===== src/rtl/cc_transi_sequencer.sv =====
`default_nettype none
// +------------------------------------------------------------------------+
// | cc_transi_sequencer: tick-paced fill/hold/drain wipe for the TRANSI mux |
// | Rev 1.0                                                                |
// +------------------------------------------------------------------------+
module cc_transi_sequencer #(
  parameter int TRANSI_WIDTH  = 8,
  parameter int SELECT_WIDTH  = 2,
  parameter int HOLD_TICKS    = 4,
  parameter int HOLDCNT_WIDTH = 3
) (
  input  logic                    CC_TRANSI_CLOCK_50,
  input  logic                    CC_TRANSI_RESET_InHigh,
  input  logic                    CC_TRANSI_start_In,
  input  logic                    CC_TRANSI_abort_In,
  input  logic                    CC_TRANSI_tick_In,
  output logic [TRANSI_WIDTH-1:0] CC_TRANSI_TRANSI_OutBUS,
  output logic [SELECT_WIDTH-1:0] CC_TRANSI_select_OutBUS,
  output logic                    CC_TRANSI_busy_Out,
  output logic                    CC_TRANSI_done_Out
);

  localparam logic [2:0] c_IDLE  = 3'd0;
  localparam logic [2:0] c_FILL  = 3'd1;
  localparam logic [2:0] c_HOLD  = 3'd2;
  localparam logic [2:0] c_DRAIN = 3'd3;
  localparam logic [2:0] c_DONE  = 3'd4;

  // A HOLD_TICKS of zero still spends one tick in HOLD.
  localparam logic [HOLDCNT_WIDTH-1:0] c_HOLD_LAST =
    (HOLD_TICKS > 1) ? HOLDCNT_WIDTH'(HOLD_TICKS - 1) : '0;
  localparam logic [TRANSI_WIDTH-1:0] c_FIRST_BUS    = TRANSI_WIDTH'(1);
  localparam logic [SELECT_WIDTH-1:0] c_SEL_NORMAL   = SELECT_WIDTH'(1);
  localparam logic [SELECT_WIDTH-1:0] c_SEL_TRANSI   = '0;

  logic [2:0]               r_state;
  logic [2:0]               w_nextState;
  logic [TRANSI_WIDTH-1:0]  r_transiBus;
  logic [TRANSI_WIDTH-1:0]  w_nextBus;
  logic [TRANSI_WIDTH-1:0]  w_fillBus;
  logic [TRANSI_WIDTH-1:0]  w_drainBus;
  logic [HOLDCNT_WIDTH-1:0] r_holdCnt;
  logic [HOLDCNT_WIDTH-1:0] w_nextHoldCnt;
  logic [SELECT_WIDTH-1:0]  r_select;
  logic [SELECT_WIDTH-1:0]  w_nextSelect;
  logic                     r_busy;
  logic                     w_nextBusy;
  logic                     r_done;
  logic                     w_nextDone;

  assign w_fillBus  = {r_transiBus[TRANSI_WIDTH-2:0], 1'b1};
  assign w_drainBus = {r_transiBus[TRANSI_WIDTH-2:0], 1'b0};

  always_ff @(posedge CC_TRANSI_CLOCK_50 or posedge CC_TRANSI_RESET_InHigh) begin
    if (CC_TRANSI_RESET_InHigh) begin
      r_state <= c_IDLE;
    end else begin
      r_state <= w_nextState;
    end
  end

  always_comb begin
    w_nextState   = r_state;
    w_nextBus     = r_transiBus;
    w_nextHoldCnt = r_holdCnt;
    if (CC_TRANSI_abort_In) begin
      w_nextState   = c_IDLE;
      w_nextBus     = '0;
      w_nextHoldCnt = '0;
    end else begin
      case (r_state)
        c_IDLE: begin
          w_nextBus     = '0;
          w_nextHoldCnt = '0;
          if (CC_TRANSI_start_In) begin
            w_nextState = c_FILL;
            w_nextBus   = c_FIRST_BUS;
          end
        end
        c_FILL: begin
          if (CC_TRANSI_tick_In) begin
            w_nextBus = w_fillBus;
            if (&w_fillBus) begin
              w_nextState   = c_HOLD;
              w_nextHoldCnt = '0;
            end
          end
        end
        c_HOLD: begin
          if (CC_TRANSI_tick_In) begin
            if (r_holdCnt == c_HOLD_LAST) begin
              w_nextState   = c_DRAIN;
              w_nextHoldCnt = '0;
            end else begin
              w_nextHoldCnt = r_holdCnt + HOLDCNT_WIDTH'(1);
            end
          end
        end
        c_DRAIN: begin
          if (CC_TRANSI_tick_In) begin
            w_nextBus = w_drainBus;
            if (w_drainBus == '0) begin
              w_nextState = c_DONE;
            end
          end
        end
        c_DONE: begin
          w_nextState = c_IDLE;
          w_nextBus   = '0;
        end
        default: begin
          w_nextState   = c_IDLE;
          w_nextBus     = '0;
          w_nextHoldCnt = '0;
        end
      endcase
    end
  end

  // Outputs are decoded from the next state so they register alongside it.
  always_comb begin
    w_nextSelect = c_SEL_NORMAL;
    w_nextBusy   = 1'b0;
    w_nextDone   = 1'b0;
    case (w_nextState)
      c_FILL, c_HOLD, c_DRAIN: begin
        w_nextSelect = c_SEL_TRANSI;
        w_nextBusy   = 1'b1;
      end
      c_DONE: begin
        w_nextDone = 1'b1;
      end
      default: begin
        w_nextSelect = c_SEL_NORMAL;
      end
    endcase
  end

  always_ff @(posedge CC_TRANSI_CLOCK_50 or posedge CC_TRANSI_RESET_InHigh) begin
    if (CC_TRANSI_RESET_InHigh) begin
      r_transiBus <= '0;
      r_holdCnt   <= '0;
      r_select    <= c_SEL_NORMAL;
      r_busy      <= 1'b0;
      r_done      <= 1'b0;
    end else begin
      r_transiBus <= w_nextBus;
      r_holdCnt   <= w_nextHoldCnt;
      r_select    <= w_nextSelect;
      r_busy      <= w_nextBusy;
      r_done      <= w_nextDone;
    end
  end

  assign CC_TRANSI_TRANSI_OutBUS = r_transiBus;
  assign CC_TRANSI_select_OutBUS = r_select;
  assign CC_TRANSI_busy_Out      = r_busy;
  assign CC_TRANSI_done_Out      = r_done;

endmodule
`default_nettype wire


===== config.mk =====
export PLATFORM = sky130hd
export DESIGN_NAME = cc_transi_sequencer
export DESIGN_NICKNAME = d
export VERILOG_FILES = /design/src/rtl/cc_transi_sequencer.sv
export SDC_FILE = /design/constraint.sdc
export NUM_CORES = 1
export LEC_CHECK = 0
export CORE_MARGIN = 4
export CORE_UTILIZATION = 48
export DETAILED_ROUTE_END_ITERATION = 6
export PLACE_DENSITY = 0.83
export SYNTH_ARGS = -nofsm -noshare
export SYNTH_HDL_FRONTEND = slang
export SYNTH_SLANG_ARGS = --single-unit

===== constraint.sdc =====
create_clock -name CC_TRANSI_CLOCK_50 -period 1.6 [get_ports CC_TRANSI_CLOCK_50]
set_clock_uncertainty 0.1 [all_clocks]
set_input_delay 0.32 -clock CC_TRANSI_CLOCK_50 [delete_from_list [all_inputs] [get_ports CC_TRANSI_CLOCK_50]]
set_output_delay 0.32 -clock CC_TRANSI_CLOCK_50 [all_outputs]
set_load 0.005 [all_outputs]

Word-level counts from Yosys, hierarchy flattened
Index checks and enable logic that the tools add are counted.

storage, ports and cells
  flip-flop bits (word level) = 18

operators by class
  add/sub/neg operators = 1
  equal/unequal tests = 15
  muxes and demuxes = 23
  reduce and logical (&&, ||, !) cells = 7

operators with widths
  operator             number
  $mux 3               13
  $pmux 8 s4           1
  $mux 8               3
  $eq 3x2->1 const B   5
  $ne 3x3->1 const B   4
  $pmux 3 s4           1
  $pmux 3 s3           1
  $logic_not 8->1      1
  $reduce_and 7->1     1
  $eq 3x1->1 const B   2
  $eq 3x3->1 const B   2
  $mux 1               4
  $reduce_and 4->1     1
  $add 3x1->3 const B  1
  $logic_not 3->1      1
  $reduce_and 3->1     1
  $reduce_or 3->1      1
  $ne 2x1->1 const B   1
  $ne 2x2->1 const B   1
  $reduce_or 2->1      1

Logic depth before layout (Yosys ltp)
Gate-level depths: netlist of run 1.

  word-level depth = 8
  gate-level depth with buffers = 5
  mapped depth without buffers = 5

Least setup slack after synthesis of run 1
Ideal clock, no wire load.

  kind = register to register
  start = register r_state[0]
  end = register r_holdCnt[0]
  data arrival time = 1.155 ns
  data required time = 1.374 ns
  setup slack = 0.219 ns
  cell stages (with the launch flop) = 6
  period minus slack after synthesis = 1.381 ns
  path through = dfrtp_1 buf_6 nor2b_1 a221o_1 a21oi_2 o22ai_1

between the ends
  word-level cells in the longest chain between the ends = 4
  elaborated cells between the ends (all ways) = 12

ends and longest elaborated chain
  element                                     RTL line  source
  from (decl)                                 36        logic [2:0] r_state;
  from (signal assigned)                      56        r_state <= c_IDLE;
  from (signal assigned)                      58        r_state <= w_nextState;
  $eq 3x2->1 or $eq 3x3->1 (tied branches)    71        case (r_state)
  $reduce_or 2->1 (no line)                   -
  $pmux 3 s3 or $ne 2x1->1 (tied branches)    -
  $mux 3 or $reduce_and 4->1 (tied branches)  -
  to (signal assigned)                        148       r_holdCnt <= w_nextHoldCnt;
  to (decl)                                   42        logic [HOLDCNT_WIDTH-1:0] r_holdCnt;

Several ways; a longest one is shown, not always the timed one.
A chain may end at the register's enable or synchronous reset.

Worst setup path after layout of run 1
  start = register r_transiBus[7] (netlist: CC_TRANSI_TRANSI_OutBUS[7])
  end = output CC_TRANSI_TRANSI_OutBUS[7]

RTL lines
  element                 RTL line  source
  from (decl)             38        logic [TRANSI_WIDTH-1:0] r_transiBus;
  from (signal assigned)  147       r_transiBus <= w_nextBus;
  to (decl)               17        output logic [TRANSI_WIDTH-1:0] CC_TRANSI_TRANSI_OutBUS,

No word-level cell between the ends.

==> impl_metrics.py, run 1 <==
metrics = {
    "pwr": {
        "power_mw": 0.769,
        "ir_drop_mv": 0.462,
        "p_per_area_nw_per_um2": 621,
        "swShare_pct": 23.7,
        "internal_power_mw": 0.586,
        "power.switching_mw": 0.182,
        "combPwrFrac_pct": 13.8,
        "pwr-share-seq_pct": 57.9,
        "p_leak_nw": 0.635,
        "clockPowerShare_pct": 28.2,
    },
    "setup_path": {
        "critPathMaxFanout": 2,
        "worstRegToRegCells": 5,
        "cp_cell_sequence": "clkdlybuf4s50_1",
        "cp-start-kind": "register",
        "cp_slowest_stage_delay_ns": 0.50,
        "critical_path_required_ns": 1.18,
        "cp_top_family": "buffers and inverters",
        "arrival_ns": 1.12,
        "path_buf_inv": 1,
        "worst_path_max_delay_cell": "clkdlybuf4s50_1",
        "worst-path-stages": 1,
        "end_kind": "primary output",
        "path_class": "reg2out",
    },
    "logic_synthesis": {
        "synthMuxAreaShare_pct": 0,
        "syn_area_um2": 873,
        "yosys.area_share.simple_pct": 21.5,
        "synth_xor_area_share_pct": 0,
        "yosysSeqAreaShare_pct": 48.9,
        "ys.flop_type": "dfrtp_1",
        "synth.distinct_cells": 33,
        "synth_top_family_by_area": "simple AND/OR/NAND/NOR gates",
        "synth_async_sr_flop_share_pct": 100,
        "yosys.area.top_type": "dfrtp_1",
        "yosysTopAreaCellShare_pct": 45.8,
        "ys_ff_latch": 17,
        "synth_compound_area_share_pct": 17.8,
        "synth.area.top_cells": "dfrtp_1 (46%), nand4_1 (5.0%), inv_1 (4.7%)",
        "synth_adder_area_share_pct": 1.43,
        "avgSynthCellArea_um2": 9.29,
        "synth_edf_count": 0,
        "synth_commonest_cells": "dfrtp_1 (16), inv_1 (11), nand4_1 (7)",
        "syn-num-nets": 100,
        "synth_most_common_cell": "dfrtp_1",
        "yosysWarnings": 0,
        "syn_inst": 94,
    },
    "routing": {
        "vias": 831,
        "viasPerCell": 5.43,
        "drt-total-wl_um": 2220,
        "drt_iter0_markers": 29,
        "ant_nets": 0,
        "wire_per_inst_um": 14.5,
        "dr.pass1.iters": 4,
        "drc": 0,
    },
    "cts": {
        "h-tree-depth": 1,
        "cts_num_sinks": 17,
        "cts_root_buf": "clkbuf_4",
        "clk_pin_slew_ns": 0.10,
        "holdBufCountCts": 0,
        "numCtsBuffers": 3,
        "clock_latency_ns": 0.28,
        "cts_tree": "yes",
        "cts_max_path_buffers": 2,
    },
    "placed_design": {
        "port_buffers": 15,
        "placed_area_um2": 1110,
        "place_hpwl_um": 1380,
        "gp_congestion": 0.864,
    },
    "job": {
        "cap_violations": 0,
    },
    "floorplanning": {
        "core_um2": 1730,
        "die_x_um": 50.7,
        "num_io_pins": 17,
        "die_h_um": 50.7,
        "rows": 15,
        "die_area_um2": 2570,
        "start_util_pct": 50.6,
    },
    "global_route": {
        "grtUsageTotal_pct": 19.4,
        "grt_max_degree": 18,
        "grt_pass1_vias": 824,
        "grt_overflow": 0,
        "antenna_found_initial": 0,
        "grt_pass1_wl_um": 3740,
    },
    "final_layout": {
        "nNetsFinal": 135,
        "drive_gt1_share_pct": 25.8,
        "syn_to_final_growth_pct": 41.7,
        "antenna_cells": 0,
        "postLayoutCoreUtil_pct": 71.7,
        "postLayoutCellArea_um2": 1240,
        "n_fill_cell": 137,
    },
    "timing": {
        "post-route-period-util_pct": 96.3,
        "finalCriticalPeriod_ns": 1.54,
        "maxSlewViolCount": 0,
        "rsz0062_at_grt": "no",
        "setup_violations": 0,
        "max_freq_ghz": 0.649,
        "hold_viol_final": 0,
    },
    "outcome": {
        "outcome": "complete, no violations",
    },
    "hold_path": {
        "hold_path.class": "in2async",
    },
}
==> cell type report <==
type	count	area [um^2]	area share (%)
sequential	17	429	34.7
clock buffer	4	26.3	2.12
timing repair buffer	36	323	26.1
tap	25	31.3	2.53
inverter	11	41.3	3.34
multi-input combinational	60	387	31.2
==> cell usage in the layout (no fill, tap or decap), types with 3 or more instances in the layout <==
cell type	instances
buf_4	20
dfrtp_1	14
inv_1	11
nand4_1	7
o21ai_0	6
clkdlybuf4s50_1	6
dlymetal6s2s_1	6
nor2_1	5
nor2b_1	4
nand2_1	4
o21ai_1	3
o22ai_1	3
nor3_1	3
clkbuf_4	3
dlygate4sd2_1	3
==> layer usage <==
metal / vias up / share of wire (%) / wire length, um / global-route usage, %
met5: - / 0 / 0 / 0
met4: 0 / 2.5 / 55 / 8.07
met3: 8 / 4.3 / 96 / 5.34
met2: 31 / 48 / 1060 / 29.8
met1: 392 / 45 / 1000 / 25.5
li1: 400 / - / - / -
==> flip-flops by register name (all words and copies together) (netlist names) <==
name	flops
r_holdCnt	3
CC_TRANSI_busy_Out	1
CC_TRANSI_done_Out	1
r_state	3
CC_TRANSI_TRANSI_OutBUS	8
CC_TRANSI_select_OutBUS	1
==> worst paths after layout <==
kind / start / to / slack (ns)
setup / recovery: CC_TRANSI_TRANSI_OutBUS[7] / CC_TRANSI_TRANSI_OutBUS[7] / 0.06
hold / removal: CC_TRANSI_RESET_InHigh / r_holdCnt[2] / 0.25
setup reg to reg: CC_TRANSI_TRANSI_OutBUS[5] / r_state[0] / 0.08
hold reg to reg: r_holdCnt[0] / r_holdCnt[0] / 0.40
max in group asynchronous: CC_TRANSI_RESET_InHigh / CC_TRANSI_select_OutBUS[0] / 0.90
min in group CC_TRANSI_CLOCK_50: r_holdCnt[0] / r_holdCnt[0] / 0.40
==> power groups by stage <==
stage	combinational (mW)	clock, mW	sequential (mW)
floorplan	0.0563	0	0.451
detailed placement	0.0994	0	0.455
CTS	0.104	0.228	0.445
finish	0.106	0.217	0.445
global route	0.116	0.249	0.447
global placement	0.0975	0	0.455
==> per-stage QoR <==
step / setup WS [ns] / setup TNS [ns] / hold slack (ns) / instances
6_report: 0.0585 / 0 / 0.247 / 153
5_1_grt: 0.00265 / 0 / 0.270 / 153
4_1_cts: 0.0103 / 0 / 0.251 / 152
3_5_place_dp: -0.147 / -1.15 / 0.400 / 141
3_3_place_gp: -0.0921 / -0.578 / 0.370 / 141
2_1_floorplan: 0.219 / 0 / 0.145 / 94
==> worst register-to-register path, stage by stage (launching register included) <==
cell and delay, ns:
dfrtp_2 0.42, buf_6 0.11, and4_1 0.18, nand4_1 0.25, o22ai_1 0.26, a21oi_1 0.09
==> what timing repair did <==
| action | in CTS | in global routing |
|---|---|---|
| endpoints found under the setup margin | 8 | 13 |
| gates resized for setup | 3 | 14 |
| pin swaps | 0 | 4 |
| buffers inserted | 7 | 1 |
| gates cloned | 0 | 0 |
==> logic make-up after synthesis <==
family / count (synthesis)
other: 1
AO/OA/AOI/OAI: 24
adder cells (fa/ha/maj): 1
flip-flops: 17
AND/OR/NAND/NOR: 34
buffers and inverters: 17
(Power assumes the default switching activity.)
==> run 2: changes to the inputs <==
--- a/config.mk
+++ b/config.mk
@@ -7,6 +7,7 @@
 export LEC_CHECK = 0
 export CORE_MARGIN = 4
 export CORE_UTILIZATION = 48
+export CTS_CLUSTER_SIZE = 10
 export DETAILED_ROUTE_END_ITERATION = 6
 export PLACE_DENSITY = 0.83
 export SYNTH_ARGS = -nofsm -noshare
==> results of run 2 <==
The final DEF is identical to that of run 1; final timing and power are the same.
